File: src/rtl/piso_sipo_pkg.sv
// Shared definitions for the PISO serializer / SIPO deserializer pair.
package piso_sipo_pkg;
  localparam int                WORD_W       = 8;
  localparam logic [WORD_W-1:0] SYNC_DEFAULT = 8'hA5;

  typedef enum logic {
    HUNT   = 1'b0,
    LOCKED = 1'b1
  } state_e;
endpackage

File: src/rtl/sipo_frame_deserializer_shift_core.sv
// MSB-first shifter with bit counter; o_word_done fires on the last bit of a word.
// Acts as the sync window in HUNT (counting disabled) and as the payload shifter in LOCKED.
module sipo_shift_core #(
  parameter int WIDTH = 8
) (
  input  logic             clk,
  input  logic             i_clr,
  input  logic             i_shift_en,
  input  logic             i_cnt_en,
  input  logic             i_bit,
  output logic [WIDTH-1:0] o_shift_nxt,
  output logic             o_word_done
);
  localparam int CNT_W = (WIDTH > 1) ? $clog2(WIDTH) : 1;

  logic [WIDTH-1:0] r_shift;
  logic [CNT_W-1:0] r_bit_cnt;
  logic             w_last_bit;

  assign o_shift_nxt = {r_shift[WIDTH-2:0], i_bit};
  assign w_last_bit  = (r_bit_cnt == CNT_W'(WIDTH - 1));
  assign o_word_done = i_shift_en & i_cnt_en & w_last_bit;

  // Clear wins over a same-cycle bit: the completed word is taken from o_shift_nxt.
  always_ff @(posedge clk) begin
    if (i_clr) begin
      r_shift   <= '0;
      r_bit_cnt <= '0;
    end else if (i_shift_en) begin
      r_shift <= o_shift_nxt;
      if (i_cnt_en) begin
        r_bit_cnt <= w_last_bit ? '0 : r_bit_cnt + CNT_W'(1);
      end
    end
  end
endmodule

File: src/rtl/sipo_frame_deserializer.sv
// Hunts for SYNC_WORD, then reassembles FRAME_LEN words onto a valid/ready port (1 clk after last bit).
// A word completing while the output is held is dropped and sets the sticky overrun flag.
module sipo_frame_deserializer
  import piso_sipo_pkg::*;
#(
  parameter int               WIDTH     = WORD_W,
  parameter logic [WIDTH-1:0] SYNC_WORD = WIDTH'(SYNC_DEFAULT),
  parameter int               FRAME_LEN = 4
) (
  input  logic             clk,
  input  logic             reset,
  input  logic             enable,
  input  logic             serial_in,
  input  logic             bit_valid,
  output logic [WIDTH-1:0] data_out,
  output logic             data_valid,
  input  logic             data_ready,
  output logic             locked,
  output logic             frame_done,
  output logic             overrun
);
  localparam int WC_W = (FRAME_LEN > 1) ? $clog2(FRAME_LEN) : 1;

  state_e           r_state;
  state_e           w_state_nxt;
  logic [WC_W-1:0]  r_word_cnt;
  logic [WIDTH-1:0] r_data_out;
  logic             r_data_vld;
  logic             r_frame_done;
  logic             r_overrun;

  logic             w_rst;
  logic [WIDTH-1:0] w_shift_nxt;
  logic             w_word_done;
  logic             w_sync_hit;
  logic             w_frame_end;
  logic             w_core_clr;
  logic             w_load;

  assign w_rst      = reset | ~enable;
  assign w_core_clr = w_rst | w_sync_hit | w_frame_end;
  assign w_load     = w_word_done & (~r_data_vld | data_ready);

  sipo_shift_core #(
    .WIDTH(WIDTH)
  ) u_core (
    .clk        (clk),
    .i_clr      (w_core_clr),
    .i_shift_en (bit_valid),
    .i_cnt_en   (r_state == LOCKED),
    .i_bit      (serial_in),
    .o_shift_nxt(w_shift_nxt),
    .o_word_done(w_word_done)
  );

  always_ff @(posedge clk) begin
    if (w_rst) r_state <= HUNT;
    else       r_state <= w_state_nxt;
  end

  always_comb begin
    w_state_nxt = r_state;
    w_sync_hit  = 1'b0;
    w_frame_end = 1'b0;
    case (r_state)
      HUNT: begin
        if (bit_valid && (w_shift_nxt == SYNC_WORD)) begin
          w_sync_hit  = 1'b1;
          w_state_nxt = LOCKED;
        end
      end
      LOCKED: begin
        if (w_word_done && (r_word_cnt == WC_W'(FRAME_LEN - 1))) begin
          w_frame_end = 1'b1;
          w_state_nxt = HUNT;
        end
      end
      default: w_state_nxt = HUNT;
    endcase
  end

  always_ff @(posedge clk) begin
    if (w_rst || w_sync_hit || w_frame_end) r_word_cnt <= '0;
    else if (w_word_done)                   r_word_cnt <= r_word_cnt + WC_W'(1);
  end

  // A load in the same cycle as an accept keeps valid high with the new word.
  always_ff @(posedge clk) begin
    if (w_rst) begin
      r_data_out   <= '0;
      r_data_vld   <= 1'b0;
      r_frame_done <= 1'b0;
      r_overrun    <= 1'b0;
    end else begin
      r_frame_done <= w_frame_end;
      if (w_load) begin
        r_data_out <= w_shift_nxt;
        r_data_vld <= 1'b1;
      end else if (data_ready) begin
        r_data_vld <= 1'b0;
      end
      if (w_word_done && !w_load) r_overrun <= 1'b1;
    end
  end

  assign data_out   = r_data_out;
  assign data_valid = r_data_vld;
  assign locked     = (r_state == LOCKED);
  assign frame_done = r_frame_done;
  assign overrun    = r_overrun;
endmodule
File: config.mk
export PLATFORM = sky130hd
export DESIGN_NAME = sipo_frame_deserializer
export DESIGN_NICKNAME = d
export VERILOG_FILES = /design/src/rtl/piso_sipo_pkg.sv /design/src/rtl/sipo_frame_deserializer_shift_core.sv /design/src/rtl/sipo_frame_deserializer.sv
export SDC_FILE = /design/constraint.sdc
export NUM_CORES = 1
export LEC_CHECK = 0
export ABC_AREA = 0
export ABC_CLOCK_PERIOD_IN_PS = 3400
export BUFFER_PORTS_ARGS = -buffer_cell sky130_fd_sc_hd__buf_2
export CAP_MARGIN = 20
export CORE_MARGIN = 3
export CORE_UTILIZATION = 45
export CTS_BUF_LIST = sky130_fd_sc_hd__clkbuf_2
export CTS_CLUSTER_DIAMETER = 80
export DETAILED_ROUTE_END_ITERATION = 8
export PLACE_DENSITY = 0.66
export SLEW_MARGIN = 15
export SYNTH_ARGS = -nofsm -noshare
export SYNTH_HDL_FRONTEND = slang
export SYNTH_SLANG_ARGS = --single-unit
File: constraint.sdc
create_clock -name clk -period 3.4 [get_ports clk]
set_input_delay 0.51 -clock clk [delete_from_list [all_inputs] [get_ports clk]]
set_output_delay 0.51 -clock clk [all_outputs]
set_load 0.1 [all_outputs]
# == Yosys cells after proc, flatten, opt, wreduce, memory -nomap -nowiden ==
# Cells that the tools add are included.
# op_classes
add_sub_neg,2
eq_ne,3
n_mux,9
n_bitwise,10
n_reduce_logical,8
# op_table
op,n
"== test 8 bit, second input constant",1
two-way mux 1 bit,7
bitwise OR 1 bit,4
"adder 3 x 1 -> 3 bit, second input constant",1
AND 1 bit,3
"== test 3 bit, second input constant",1
logical AND 1 bit,3
two-way mux 3 bit,1
inverter 1 bit,3
"adder 2 x 1 -> 2 bit, second input constant",1
"== test 2 bit, second input constant",1
logical OR 1 bit,2
case mux 1 bit (2 select lines),1
AND reduction 2 bit,1
nonzero test 2 bit,1
logical NOT 1 bit,1
# totals
register_bits,24
in_bits,6
out_inout_bits,12

# == Depth between registers and ports, before layout ==
# logic_depth
ltp_word,6
depth_mapped,7
depth_no_buf,5

# == By module ==
# A second synthesis with hierarchy kept.
# unflattened
cells_unflattened,101
hier_area_um2,997.2
# by_module_without_submodules
mod,n_inst,cells_per_inst,area_per_inst_um2,seq_area_each_um2
sipo_frame_deserializer,1,62,558.0,280.3
sipo_shift_core,1,39,439.2,200.2

# == Worst setup path after synthesis ==
# Ideal clock, no wire load.
# synth_path
path_type,flip-flop to flip-flop
startpoint,"register r_state, in the netlist locked"
endpoint,"register r_state, in the netlist locked"
setup_ns,0.114
arrival_ns,1.744
required_ns,3.286
path_slack_ns,1.542
stages_incl_launch_ff,6
n_path_buf,2
period_less_slack_ns,1.858
cell_sequence,dfxtp_1 -> and3_1 -> buf_6 -> a21o_1 -> buf_6 -> o2bb2ai_2
# synth_via
elab_chain_len,5
# synth_rtl
element,line,source
start: declaration,sipo_frame_deserializer.sv:24,state_e r_state;
start signal: assignment,sipo_frame_deserializer.sv:58,else r_state <= w_state_nxt;
AND 1 bit (2 in series),sipo_frame_deserializer_shift_core.sv:22,assign o_word_done = i_shift_en & i_cnt_en & w_last_bit;
logical AND 1 bit,sipo_frame_deserializer.sv:73,if (w_word_done && (r_word_cnt == WC_W'(FRAME_LEN - 1))) begin
two-way mux 1 bit,sipo_frame_deserializer.sv:73,
case mux 1 bit (2 select lines) (*),sipo_frame_deserializer.sv:65,case (r_state)
# Mark *: on every way between the ends. The rest lies on a longest branch, timed or not.
# A chain may end at the register's enable or synchronous reset.

# == Worst setup path after layout ==
# layout_path
startpoint,register u_core.r_bit_cnt[0]
endpoint,register r_word_cnt[0]
# layout_via
elab_chain_len,6
# layout_rtl
element,line,source
start: declaration,sipo_frame_deserializer_shift_core.sv:17,logic [CNT_W-1:0] r_bit_cnt;
start signal: assignment,sipo_frame_deserializer_shift_core.sv:32,r_bit_cnt <= w_last_bit ? '0 : r_bit_cnt + CNT_W'(1);
== test 3 bit (*),sipo_frame_deserializer_shift_core.sv:21,assign w_last_bit = (r_bit_cnt == CNT_W'(WIDTH - 1));
AND 1 bit (*),sipo_frame_deserializer_shift_core.sv:22,
logical AND 1 bit,sipo_frame_deserializer.sv:73,
two-way mux 1 bit,sipo_frame_deserializer.sv:73,
two-way mux 1 bit,sipo_frame_deserializer.sv:65,
logical OR 1 bit,sipo_frame_deserializer.sv:83,if (w_rst || w_sync_hit || w_frame_end) r_word_cnt <= '0;
end signal: assignment,sipo_frame_deserializer.sv:84,else if (w_word_done) r_word_cnt <= r_word_cnt + WC_W'(1);
end: declaration,sipo_frame_deserializer.sv:26,logic [WC_W-1:0] r_word_cnt;
# Marks and branches as above.

==> impl_metrics.csv <==
group,metric,value,unit
placed_design,placed_cells,137,
floorplan,io-pin-count,18,
global_routing,grt_pass1_vias,682,
yosys,yosysTopAreaCellShare,0.471,
pwr,p_leak,0.457,nW
placed_design,gp_congestion,0.742,
routing,viasPerCell,5.35,
timing,fin_skew,5.94,ps
yosys,synth_adder_area_share,0.0368,
timing,hold_viol_final,0,
yosys,synth_top_family_by_area,"simple AND/OR/NAND/NOR gates",
cells_and_area,layout_common_cells,"dfxtp_1, buf_2, nor3_1",
yosys,ys.warnings.count,0,
pwr,max-vdd-ir-drop,0.000253,V
routing,dr.pass1.iters,3,
floorplan,std_cell_rows,16,
yosys,synth-xor-area-share,0.00858,
min_path,hold_depth,3,
pwr,power.share.switching,0.222,
routing,wire_per_inst,12.4,um
floorplan,coreArea,2060,um^2
cells_and_area,final_cell_count_no_fill,141,
setup_path,max_stage_delay,450,ps
setup_path,r2r_cells,5,
floorplan,dieArea,2880,um^2
setup_path,reg2reg_to,"r_word_cnt[0]",
min_path,hold_start,"reset",
setup_path,crit_path_end_kind,"register",
routing,vias,755,
cts,clock-sinks,24,
timing,final.setup.worst_slack,1550,ps
cts,cts_made_buffers,3,
flow_run,cap_violations,0,
setup_path,path_common_cell,"ha_1",
placed_design,io_buffers,17,
global_routing,antenna_found_initial,0,
yosys,synthMuxAreaShare,0.108,
yosys,yosysSeqAreaShare,0.471,
cts,holdBufCountCts,0,
routing,finalWirelength,1750,um
pwr,p_int,313,uW
setup_path,start_kind,"register",
cells_and_area,layout_commonest_cell,"dfxtp_1",
timing,worst_slew_pin_slew,670,ps
timing,period_minus_slack,1850,ps
yosys,yosysTopAreaCell,"dfxtp_1",
floorplan,start_util,0.495,
global_routing,grt_max_degree,14,
cells_and_area,drive_gt1_frac,0.202,
routing,drt_iter0_markers,2,
timing,rsz0062_at_grt,"false",
global_routing,grt_pass1_wl,3130,um
min_path,holdPathEnd,"locked",
routing,route.antenna.remaining_nets,0,
timing,post-route-period-util,0.546,
timing,finalSetupViolCount,0,
setup_path,cp_max_fo,13,
setup_path,critPathRequiredTime,3610,ps
cts,cts_resized,0,
setup_path,r2r-start,"u_core.r_bit_cnt[0]",
cts,clk_latency,320,ps
yosys,ys_types,22,
cts,cts_root_buffer,"clkbuf_2",
yosys,synthSimpleGateAreaFrac,0.206,
setup_path,crit_slowest_cell,"and3_1",
yosys,syn_area,1020,um^2
yosys,avgSynthCellArea,10.2,um^2
yosys,netlist_instances,100,
routing,drcViolationCount,0,
yosys,syn-num-nets,109,
cts,htreeDepth,1,
placed_design,dp_hpwl,1320,um
pwr,power_frac_seq,0.703,
timing,setup_tns,0,ps
floorplan,dieHeight,53.6,um
pwr,power.share.combinational,0.036,
yosys,synth_compound_area_frac,0.110,
timing,relSlewSlack,0.550,
setup_path,ff2ff_setup_slack,1550,ps
min_path,hold_class,"input pin to register",
cts,ctsLongestPathBuffers,2,
cells_and_area,area_growth,7.84,%
global_routing,overflow,0,
cts,post-cts-setup-buffer-count,0,
status,status,"finished, final reports clean",
placed_design,pre_cts_ws,1410,ps
yosys,synth_area_leaders,"dfxtp_1, mux2i_1, nor3_1",
setup_path,path_cells,"ha_1 -> ha_1 -> and3_1 -> a21o_1 -> nor3_1",
cells_and_area,final_nets,124,
cells_and_area,diodes,0,
timing,fmax,0.539,GHz
global_routing,track_usage,0.151,
yosys,synth-seq-cells,24,
cts,clk_pin_slew,210,ps
pwr,power.share.clock,0.261,
setup_path,crit_type,"register to register",
pwr,switchingPower,89.5,uW
floorplan,die_x,53.6,um
timing,slew_violations,0,
cts,cts_tree,"yes",
setup_path,cp.arrival,2060,ps
pwr,powerDensity,366,nW/um^2
[per-stage QoR]
stage	hold WS [ps]	power, mW	instance area (um^2)	utilization
2_1_floorplan	464	0.301	1020	-
5_1_grt	429	0.420	1100	0.534
3_3_place_gp	461	0.303	1080	0.525
4_1_cts	443	0.407	1100	0.534
3_5_place_dp	461	0.303	1080	0.525
6_report	448	0.403	1100	0.534
[cells by family after synthesis]
kind of cell | after synthesis
simple gates | 33
mux | 11
xor+xnor | 1
compound gates | 20
fa+ha+maj | 3
buf+inv | 8
flops | 24
[cell type report]
cell class	count	area, um^2
clock inverters	1	3.75
well taps	27	33.8
multi-input cells	68	479
flip-flops and latches	24	480
clock buffers	3	15.0
repair buffers	17	85.1
fillers	185	961
inverters	1	3.75
[power by group through the flow]
| stage | registers [mW] | logic (mW) | clock network, mW |
|---|---|---|---|
| floorplan | 0.288 | 0.0120 | 0 |
| global placement | 0.289 | 0.0145 | 0 |
| detailed placement | 0.289 | 0.0146 | 0 |
| CTS | 0.283 | 0.0147 | 0.109 |
| global route | 0.284 | 0.0163 | 0.120 |
| finish | 0.283 | 0.0145 | 0.105 |
[Yosys cell counts]
library cell,count
o2bb2ai_2,1
nand2b_1,2
mux2i_1,11
ha_1,3
nor2b_1,2
nor3_1,12
buf_6,4
nand4b_4,1
dfxtp_1,24
a21oi_1,10
nor2_1,2
a21o_1,1
buf_2,1
xnor2_1,1
nand3_1,9
nor4_4,1
and3_1,2
inv_1,1
clkbuf_1,2
nand2_1,1
o21ai_0,8
nand4bb_1,1
[worst max-delay path: cells and delay by family (launching register included)]
kind	cells	cell delay (ps)
and+or+nand+nor	2	550
AOI/OAI and AO/OA	1	450
DFF	1	400
adders and majority gates	2	340
[flip-flops by register name, indices dropped and copies added, names as in the netlist]
register	flops
locked	1
u_core.r_bit_cnt	3
r_word_cnt	2
data_out	8
frame_done	1
u_core.r_shift	7
data_valid	1
overrun	1
[worst max-delay path by stage]
stage | start | to | slack, ps | cells after the start
2_1_floorplan | locked | locked | 1540 | 5
3_3_place_gp | bit_valid | r_word_cnt[0] | 1460 | 4
3_5_place_dp | bit_valid | r_word_cnt[0] | 1410 | 4
4_1_cts | u_core.r_bit_cnt[0] | u_core.r_bit_cnt[2] | 1540 | 5
5_1_grt | u_core.r_bit_cnt[0] | u_core.r_bit_cnt[2] | 1340 | 5
6_report | u_core.r_bit_cnt[0] | r_word_cnt[0] | 1550 | 5
[layer usage]
| metal | routed length, um | global-route usage |
|---|---|---|
| met1 | 820 | 0.205 |
| met2 | 837 | 0.222 |
| met3 | 74 | 0.0360 |
| met4 | 19 | 0.0766 |
| met5 | 0 | 0 |
Power figures use the tool's default switching activity.
